**src/rtl/channel_pkg.sv**
```systemverilog
// Shared types and constants for the channel readout block: FSM encoding,
// frame geometry and header field widths.
package channel_pkg;

  localparam int HDR_BYTES  = 3;
  localparam int FIFO_DEPTH = 256;
  localparam int TS_W       = 13;
  localparam int LEN_W      = 8;

  typedef enum logic [2:0] {
    IDLE    = 3'd0,
    LATCH   = 3'd1,
    HDR     = 3'd2,
    RD_REQ  = 3'd3,
    RD_WAIT = 3'd4,
    DATA    = 3'd5,
    FIN     = 3'd6
  } state_e;

  function automatic logic [LEN_W-1:0] min_len(input logic [LEN_W-1:0] a,
                                               input logic [LEN_W-1:0] b);
    return (a < b) ? a : b;
  endfunction

  // First header byte: echo flag, two reserved zeros, timestamp high bits.
  function automatic logic [7:0] hdr_first(input logic flag, input logic [TS_W-1:0] ts);
    return {flag, 2'b00, ts[TS_W-1:8]};
  endfunction

endpackage

```
**src/rtl/channel_readout.sv**
```systemverilog
// Streams one recording channel as a byte frame: a small header (flag,
// timestamp, sample count) followed by the samples pulled from the channel FIFO.
module channel_readout #(
  parameter int HDR_BYTES  = channel_pkg::HDR_BYTES,
  parameter int FIFO_DEPTH = channel_pkg::FIFO_DEPTH
) (
  input  logic                          clk,
  input  logic                          reset,
  input  logic                          readout_start,
  input  logic                          echo_pulse_detected,
  input  logic [channel_pkg::LEN_W-1:0] sample_length,
  input  logic [channel_pkg::TS_W-1:0]  timestamp,
  input  logic [7:0]                    fifo_usdw,
  input  logic [7:0]                    fifo_q,
  output logic                          fifo_read_request,
  output logic [7:0]                    out_data,
  output logic                          out_valid,
  input  logic                          out_ready,
  output logic                          out_last,
  output logic                          busy,
  output logic                          done
);
  import channel_pkg::*;

  localparam int                AVAIL_MAX_I = (FIFO_DEPTH > 255) ? 255 : FIFO_DEPTH;
  localparam logic [LEN_W-1:0]  AVAIL_MAX   = LEN_W'(AVAIL_MAX_I);
  localparam logic [7:0]        HDR_LAST    = 8'(HDR_BYTES - 1);

  state_e           state_q, state_d;
  logic [7:0]       ts_lo_q, ts_lo_d;
  logic [LEN_W-1:0] cnt_q, cnt_d;
  logic [LEN_W-1:0] rem_q, rem_d;
  logic [7:0]       hdr_idx_q, hdr_idx_d;
  logic [7:0]       out_data_q, out_data_d;
  logic             out_valid_q, out_valid_d;
  logic             out_last_q, out_last_d;
  logic             busy_q, busy_d;
  logic             done_q, done_d;
  logic             rd_req_q, rd_req_d;
  logic [LEN_W-1:0] avail;
  logic [7:0]       hdr_nxt_idx;
  logic             xfer;

  // The usdw word is clamped to what the FIFO can actually hold.
  assign avail       = min_len(fifo_usdw, AVAIL_MAX);
  assign hdr_nxt_idx = hdr_idx_q + 8'd1;
  assign xfer        = out_valid_q & out_ready;

  // Bytes after the first; the flag and timestamp high bits go straight
  // into out_data at LATCH, so only the low timestamp byte is kept.
  function automatic logic [7:0] hdr_byte(input logic [7:0] idx);
    logic [7:0] b;
    b = cnt_q;
    if (idx == 8'd1) b = ts_lo_q;
    return b;
  endfunction

  always_comb begin
    state_d    = state_q;
    ts_lo_d    = ts_lo_q;
    cnt_d      = cnt_q;
    rem_d      = rem_q;
    hdr_idx_d  = hdr_idx_q;
    out_data_d = out_data_q;
    out_valid_d = out_valid_q;
    out_last_d = out_last_q;
    busy_d     = busy_q;
    done_d     = 1'b0;
    rd_req_d   = 1'b0;

    case (state_q)
      IDLE: begin
        if (readout_start) begin
          state_d = LATCH;
          busy_d  = 1'b1;
        end
      end

      LATCH: begin
        ts_lo_d     = timestamp[7:0];
        cnt_d       = min_len(sample_length, avail);
        rem_d       = min_len(sample_length, avail);
        hdr_idx_d   = 8'd0;
        out_data_d  = hdr_first(echo_pulse_detected, timestamp);
        out_valid_d = 1'b1;
        out_last_d  = (HDR_LAST == 8'd0) && (min_len(sample_length, avail) == '0);
        state_d     = HDR;
      end

      HDR: begin
        if (xfer) begin
          if (hdr_idx_q == HDR_LAST) begin
            out_valid_d = 1'b0;
            out_last_d  = 1'b0;
            if (cnt_q == '0) begin
              state_d = FIN;
              done_d  = 1'b1;
              busy_d  = 1'b0;
            end else begin
              state_d  = RD_REQ;
              rd_req_d = 1'b1;
            end
          end else begin
            hdr_idx_d  = hdr_nxt_idx;
            out_data_d = hdr_byte(hdr_nxt_idx);
            out_last_d = (hdr_nxt_idx == HDR_LAST) && (cnt_q == '0);
          end
        end
      end

      // fifo_read_request is high for this single cycle; data follows next cycle.
      RD_REQ: state_d = RD_WAIT;

      RD_WAIT: begin
        out_data_d  = fifo_q;
        out_valid_d = 1'b1;
        out_last_d  = (rem_q == LEN_W'(1));
        state_d     = DATA;
      end

      DATA: begin
        if (xfer) begin
          out_valid_d = 1'b0;
          out_last_d  = 1'b0;
          rem_d       = rem_q - LEN_W'(1);
          if (rem_q == LEN_W'(1)) begin
            state_d = FIN;
            done_d  = 1'b1;
            busy_d  = 1'b0;
          end else begin
            state_d  = RD_REQ;
            rd_req_d = 1'b1;
          end
        end
      end

      FIN: state_d = IDLE;

      default: begin
        state_d     = IDLE;
        out_valid_d = 1'b0;
        out_last_d  = 1'b0;
        busy_d      = 1'b0;
      end
    endcase
  end

  always_ff @(posedge clk) begin
    if (!reset) begin
      state_q     <= IDLE;
      ts_lo_q     <= '0;
      cnt_q       <= '0;
      rem_q       <= '0;
      hdr_idx_q   <= '0;
      out_data_q  <= '0;
      out_valid_q <= 1'b0;
      out_last_q  <= 1'b0;
      busy_q      <= 1'b0;
      done_q      <= 1'b0;
      rd_req_q    <= 1'b0;
    end else begin
      state_q     <= state_d;
      ts_lo_q     <= ts_lo_d;
      cnt_q       <= cnt_d;
      rem_q       <= rem_d;
      hdr_idx_q   <= hdr_idx_d;
      out_data_q  <= out_data_d;
      out_valid_q <= out_valid_d;
      out_last_q  <= out_last_d;
      busy_q      <= busy_d;
      done_q      <= done_d;
      rd_req_q    <= rd_req_d;
    end
  end

  assign fifo_read_request = rd_req_q;
  assign out_data          = out_data_q;
  assign out_valid         = out_valid_q;
  assign out_last          = out_last_q;
  assign busy              = busy_q;
  assign done              = done_q;

endmodule

```
**config.mk**
```make
export PLATFORM = sky130hd
export DESIGN_NAME = channel_readout
export DESIGN_NICKNAME = d
export VERILOG_FILES = /design/src/rtl/channel_pkg.sv /design/src/rtl/channel_readout.sv
export SDC_FILE = /design/constraint.sdc
export NUM_CORES = 1
export LEC_CHECK = 0
export ABC_CLOCK_PERIOD_IN_PS = 2200
export CORE_AREA = 2 2 89 74
export CTS_CLUSTER_SIZE = 8
export DETAILED_ROUTE_END_ITERATION = 7
export DIE_AREA = 0 0 91 76
export GPL_TIMING_DRIVEN = 0
export PLACE_DENSITY_LB_ADDON = 0.15
export SLEW_MARGIN = 20
export SYNTH_ARGS = -nofsm -noshare
export SYNTH_HDL_FRONTEND = slang
export SYNTH_SLANG_ARGS = --single-unit
```
**constraint.sdc**
```tcl
create_clock -name clk -period 2.2 [get_ports clk]
set_input_delay 0.22 -clock clk [delete_from_list [all_inputs] [get_ports clk]]
set_output_delay 0.22 -clock clk [all_outputs]
set_load 0.02 [all_outputs]
```
== After elaboration in Yosys (flattened, before gate mapping) ==
Cells that the tools add are included.
Operators by class
  $add $sub $neg: 2
  divide/modulo/power cells: 0
  eq/ne operators: 17
  bitwise logic cells: 3
  order comparisons: 2
  reduce and logical (&&, ||, !) cells: 16
  muxes and demuxes: 44
  shift operators: 0
  multipliers: 0
Operators by type and width (number)
  $mux 8: 8
  $pmux 8 s2: 2
  $pmux 8 s3: 1
  $mux 1: 21
  $mux 3: 6
  $pmux 3 s6: 1
  $eq 8x1->1 const B: 2
  $eq 8x2->1 const B: 2
  $ne 2x2->1 const B: 7
  $pmux 1 s4: 3
  $eq 3x3->1 const B: 3
  $reduce_and 3->1: 3
  $add 8x1->8 const B: 1
  $logic_not 8->1: 1
  $lt 8x8->1: 1
  $lt 8x8->1 const B: 1
  $reduce_and 4->1: 2
  $sub 8x1->8 const B: 1
  $reduce_and 7->1: 1
  $eq 3x2->1 const B: 2
  $pmux 1 s2: 2
  $reduce_bool 2->1: 2
  $reduce_or 4->1: 1
  $eq 3x1->1 const B: 1
  other kinds (8): 9
Storage, ports and cells
  output and inout bits: 13
  ROM bits: 0
  logic and storage cells: 95
  register bits: 48
  memory bits (writable): 0
  memories kept: 0
  latch bits: 0

== Longest topological paths before layout ==
Gate-level depths: netlist (run 1).
  word-level depth: 6
  depth in mapped cells: 9

== Least setup slack after synthesis (run 1) ==
Ideal clock, no wire load.
  kind: register -> register
  start: register hdr_idx_q[0]
  end: register out_data_q[5] (netlist: out_data[5])
  arrival time: 1.868 ns
  clock period less this slack: 1.989 ns
  slack: 0.211 ns
  library setup time: 0.122 ns
  cell stages (with the launch flop): 8
  data required time: 2.078 ns
  path buffers: 0
  path through: dfxtp_1 > inv_1 > ha_1 > nor4b_4 > a211o_2 > a31oi_4 > o21ai_0 > a221o_1
On the way
  cells in the longest elaborated chain, start to end: 6
Ends and longest elaborated chain
  start, declared: line channel_readout.sv:33  | logic [7:0] hdr_idx_q, hdr_idx_d;
  start signal, assigned: line channel_readout.sv:166  | hdr_idx_q <= hdr_idx_d;
  $add 8x1->8: line channel_readout.sv:46  | assign hdr_nxt_idx = hdr_idx_q + 8'd1;
  $eq 8x1->1: line channel_readout.sv:54  | if (idx == 8'd1) b = ts_lo_q;
  $mux 8: line channel_readout.sv:54
  $mux 8: line channel_readout.sv:92  | if (hdr_idx_q == HDR_LAST) begin
  $mux 8: line channel_readout.sv:91  | if (xfer) begin
  $pmux 8 s3: line channel_readout.sv:71  | case (state_q)
  end signal, assigned: line channel_readout.sv:167  | out_data_q <= out_data_d;
  end, declared: line channel_readout.sv:34  | logic [7:0] out_data_q, out_data_d;
Several ways; a longest one is shown, not always the timed one. The select of a mux whose other input is x is not followed.
A chain may end at the register's enable or synchronous reset.

== Worst setup path in the final report (run 1) ==
  start: input port fifo_usdw[2]
  end: register rem_q[1]
On the way
  cells in the longest elaborated chain, start to end: 5
Ends and longest elaborated chain
  start, declared: line channel_readout.sv:13  | input logic [7:0] fifo_usdw,
  $lt 8x8->1: line channel_pkg.sv:22  | return (a < b) ? a : b;
  $mux 8 (*): line channel_pkg.sv:22
  $lt 8x8->1: line channel_pkg.sv:22
  $mux 8 (*): line channel_pkg.sv:22
  $pmux 8 s2 (*): line channel_readout.sv:71
  end signal, assigned: line channel_readout.sv:165  | rem_q <= rem_d;
  end, declared: line channel_readout.sv:32  | logic [LEN_W-1:0] rem_q, rem_d;
Mark *: on every way between the ends. The rest lies on a longest branch, timed or not.

==> results.py, run 1 <==
metrics = {
    "setup_path": {
        "critPathCaptureType": "register",
        "crit_path_max_fanout": 4,
        "r2r-start": "hdr_idx_q[0]",
        "worstPathArrival_ns": 2.33,
        "cp.required_ns": 2.41,
        "r2r_cells": 7,
        "ff2ff_setup_slack_ns": 0.13,
        "worst_setup_path_start_kind": "input pin",
        "path_class": "input pin to register",
        "worstReg2RegEnd": "out_data[6]",
    },
    "pwr": {
        "powerDensity_nw_per_um2": 977,
        "irDropWorstVdd_mv": 0.554,
        "power_mw": 3.81,
        "leakage_nw": 1.39,
    },
    "synthesis": {
        "async_flop_share": 0,
        "ys.flop_type": "dfxtp_1",
        "avgSynthCellArea_um2": 7.81,
        "synth_edf_count": 0,
        "ys_ff_latch": 48,
        "synthesis.area_um2": 3120,
        "syn_inst": 399,
        "syn_nets": 454,
        "yosys_warnings": 0,
        "yosysSeqAreaShare": 0.308,
        "synth.distinct_cells": 56,
    },
    "place": {
        "place_hpwl_um": 6790,
        "place_inst": 536,
        "numPortBuffers": 53,
        "place_ws_ns": -0.287,
        "gp_congestion": 0.887,
    },
    "timing": {
        "hold_ws_ns": 0.432,
        "post-route-period-util": 0.964,
        "fin_setup_tns_ns": 0,
        "clock_skew_ns": 0.00725,
        "slew_viol_final": 0,
        "layout_min_cycle_time_ns": 2.12,
        "setup-violations-final": 0,
        "setup_ws_ns": 0.0786,
        "fmax_ghz": 0.471,
        "slew-limit-headroom": 0.580,
        "worstMarginPinSlew_ns": 0.625,
        "hold_viol_final": 0,
        "rsz0062_at_grt": "yes",
    },
    "floorplanning": {
        "io_pins": 55,
        "die_h_um": 76,
        "initial_core_util": 0.510,
        "fp.dieW_um": 91,
        "coreArea_um2": 6120,
        "die_area_um2": 6920,
        "row_count": 26,
    },
    "layout": {
        "nets": 514,
        "multi_input_area_um2": 1990,
        "drive_gt1_frac": 0.0674,
        "final_cells": 544,
        "fillers": 572,
        "antennaDiodeCount": 0,
        "area_growth_pct": 25.0,
        "ff_latch_area_um2": 966,
    },
    "clocking": {
        "clk_pin_slew_ns": 0.10,
        "cts_tree": "yes",
        "hold_buffers": 0,
        "cts-htree-levels": 2,
        "worstSkewPairLatency_ns": 0.33,
        "clock_sinks": 48,
        "clockRootBuffer": "clkbuf_8",
        "cts_buffers": 5,
        "cts.path.max_buffers": 2,
    },
    "drt": {
        "vias_per_cell": 5.92,
        "dr.pass1.iters": 5,
        "drt_wl_total_um": 8980,
        "wl_per_cell_um": 16.5,
        "drcViolationCount": 0,
        "first_iter_violations": 251,
        "ant_nets": 0,
        "vias": 3221,
    },
    "global_routing": {
        "grt.total_usage": 0.260,
        "grt_max_degree": 17,
        "grt_overflow": 0,
        "grt_pass1_wl_um": 14600,
        "grt_pass1_vias": 2987,
        "antenna_found_initial": 0,
    },
    "worst_hold_path": {
        "hold_path_depth": 3,
        "hold_end": "ts_lo_q[3]",
        "hold_start": "timestamp[3]",
        "min_path_type": "input pin to register",
    },
    "flow_run": {
        "cap_violations": 0,
    },
    "run_status": {
        "status": "finished, final reports clean",
    },
}
## layout make-up
cell class	instances	area share
Timing Repair Buffer	54	0.138
Clock inverter	3	0.0122
Sequential cell	48	0.248
Multi-Input combinational cell	307	0.511
Tap cell	84	0.0270
Clock buffer	5	0.0177
Inverter	17	0.0164
Buffer	26	0.0302
## power breakdown
part | total (mW) | switching (mW) | leakage (nW) | internal, mW
registers | 1.26 | 0.175 | 0.393 | 1.09
clock network | 0.688 | 0.345 | 0.0583 | 0.343
logic | 1.86 | 1.14 | 0.941 | 0.716
## kinds of logic (layout without fill, tap and decap cells)
family	Yosys count	after routing	share of synthesized area
AOI/OAI and AO/OA	140	140	0.303
and+or+nand+nor	136	136	0.220
DFF	48	48	0.308
buffers and inverters	44	105	0.0586
muxes	16	16	0.0514
adders and majority gates	13	13	0.0522
xor gates and xnor gates	2	2	0.00562
## per-layer routing
metal | vias to the layer above | track usage | wire length, um | share of wire
li1 | 1584 | - | - | -
met1 | 1510 | 0.348 | 4030 | 0.45
met2 | 110 | 0.423 | 4270 | 0.48
met3 | 17 | 0.0435 | 496 | 0.055
met4 | 0 | 0.0970 | 182 | 0.020
met5 | - | 0 | 0 | 0
## stage by stage
step,util,instance area [um^2]
2_1_floorplan,-,3120
3_3_place_gp,0.614,3750
3_5_place_dp,0.614,3750
4_1_cts,0.634,3880
5_1_grt,0.637,3900
6_report,0.637,3900
## sequential cells by signal (all words and copies together) (netlist names)
| register | cells |
|---|---|
| done | 1 |
| hdr_idx_q | 8 |
| fifo_read_request | 1 |
| rem_q | 8 |
| busy | 1 |
| out_valid | 1 |
| cnt_q | 8 |
| out_last | 1 |
| ts_lo_q | 8 |
| out_data | 8 |
| state_q | 3 |
## worst max-delay path, stage by stage
cell             delay (ns)
clkdlybuf4s50_1        0.51
inv_1                  0.05
ha_1                   0.27
o21a_1                 0.17
o21ai_0                0.15
o21bai_1               0.10
a41oi_2                0.22
buf_4                  0.16
mux2i_1                0.34
o21ai_0                0.14
## timing repair
| item | 4_1_cts | 5_1_grt |
|---|---|---|
| setup endpoints to repair | 7 | 18 |
| setup buffers | 0 | 1 |
| pin swaps | 0 | 1 |
| resized for setup | 2 | 5 |
## how the worst max path moves through the flow
stage	startpoint	endpoint	depth (start not counted)
after global routing	fifo_usdw[1]	rem_q[1]	9
after floorplan	hdr_idx_q[0]	out_data[5]	7
final	fifo_usdw[2]	rem_q[1]	10
after global placement	fifo_usdw[2]	cnt_q[6]	9
after CTS	fifo_usdw[1]	cnt_q[6]	9
after detailed placement	fifo_usdw[2]	cnt_q[6]	10
## Yosys cell counts (all sizes together), types with 8 or more instances
| library cell | instances | area share |
|---|---|---|
| a21oi | 32 | 0.051 |
| buf | 8 | 0.015 |
| clkbuf | 19 | 0.023 |
| dfxtp | 48 | 0.31 |
| ha | 13 | 0.052 |
| inv | 17 | 0.020 |
| mux2i | 16 | 0.051 |
| nand2 | 40 | 0.048 |
| nand3 | 15 | 0.024 |
| nor2 | 31 | 0.038 |
| nor3 | 9 | 0.018 |
| o211ai | 9 | 0.022 |
| o21a | 13 | 0.031 |
| o21ai | 38 | 0.062 |
| o221ai | 8 | 0.022 |
## cells in the final DEF, fill, tap and decap left out, types with 4 or more instances in the layout
master and count:
clkdlybuf4s50_1 53, dfxtp_1 46, nand2_1 40, o21ai_0 37, a21oi_1 32, nor2_1 29
clkbuf_1 18, inv_1 17, mux2i_1 16, nand3_1 15, o21a_1 13, ha_1 13
o211ai_1 9, o221ai_1 8, nand4_1 7, nor3_1 7, o22ai_1 7, nor4_1 6
and2_1 6, nand2b_1 5, a21boi_0 5, clkbuf_8 5, buf_2 4
Power figures use the tool's default switching activity.
==> run 2: changes to the inputs <==
--- a/config.mk
+++ b/config.mk
@@ -6,6 +6,7 @@
 export NUM_CORES = 1
 export LEC_CHECK = 0
 export ABC_CLOCK_PERIOD_IN_PS = 2200
+export CAP_MARGIN = 20
 export CORE_AREA = 2 2 89 74
 export CTS_CLUSTER_SIZE = 8
 export DETAILED_ROUTE_END_ITERATION = 7
==> results of run 2 <==
No change in the layout: final DEF, timing and power equal those of run 1.
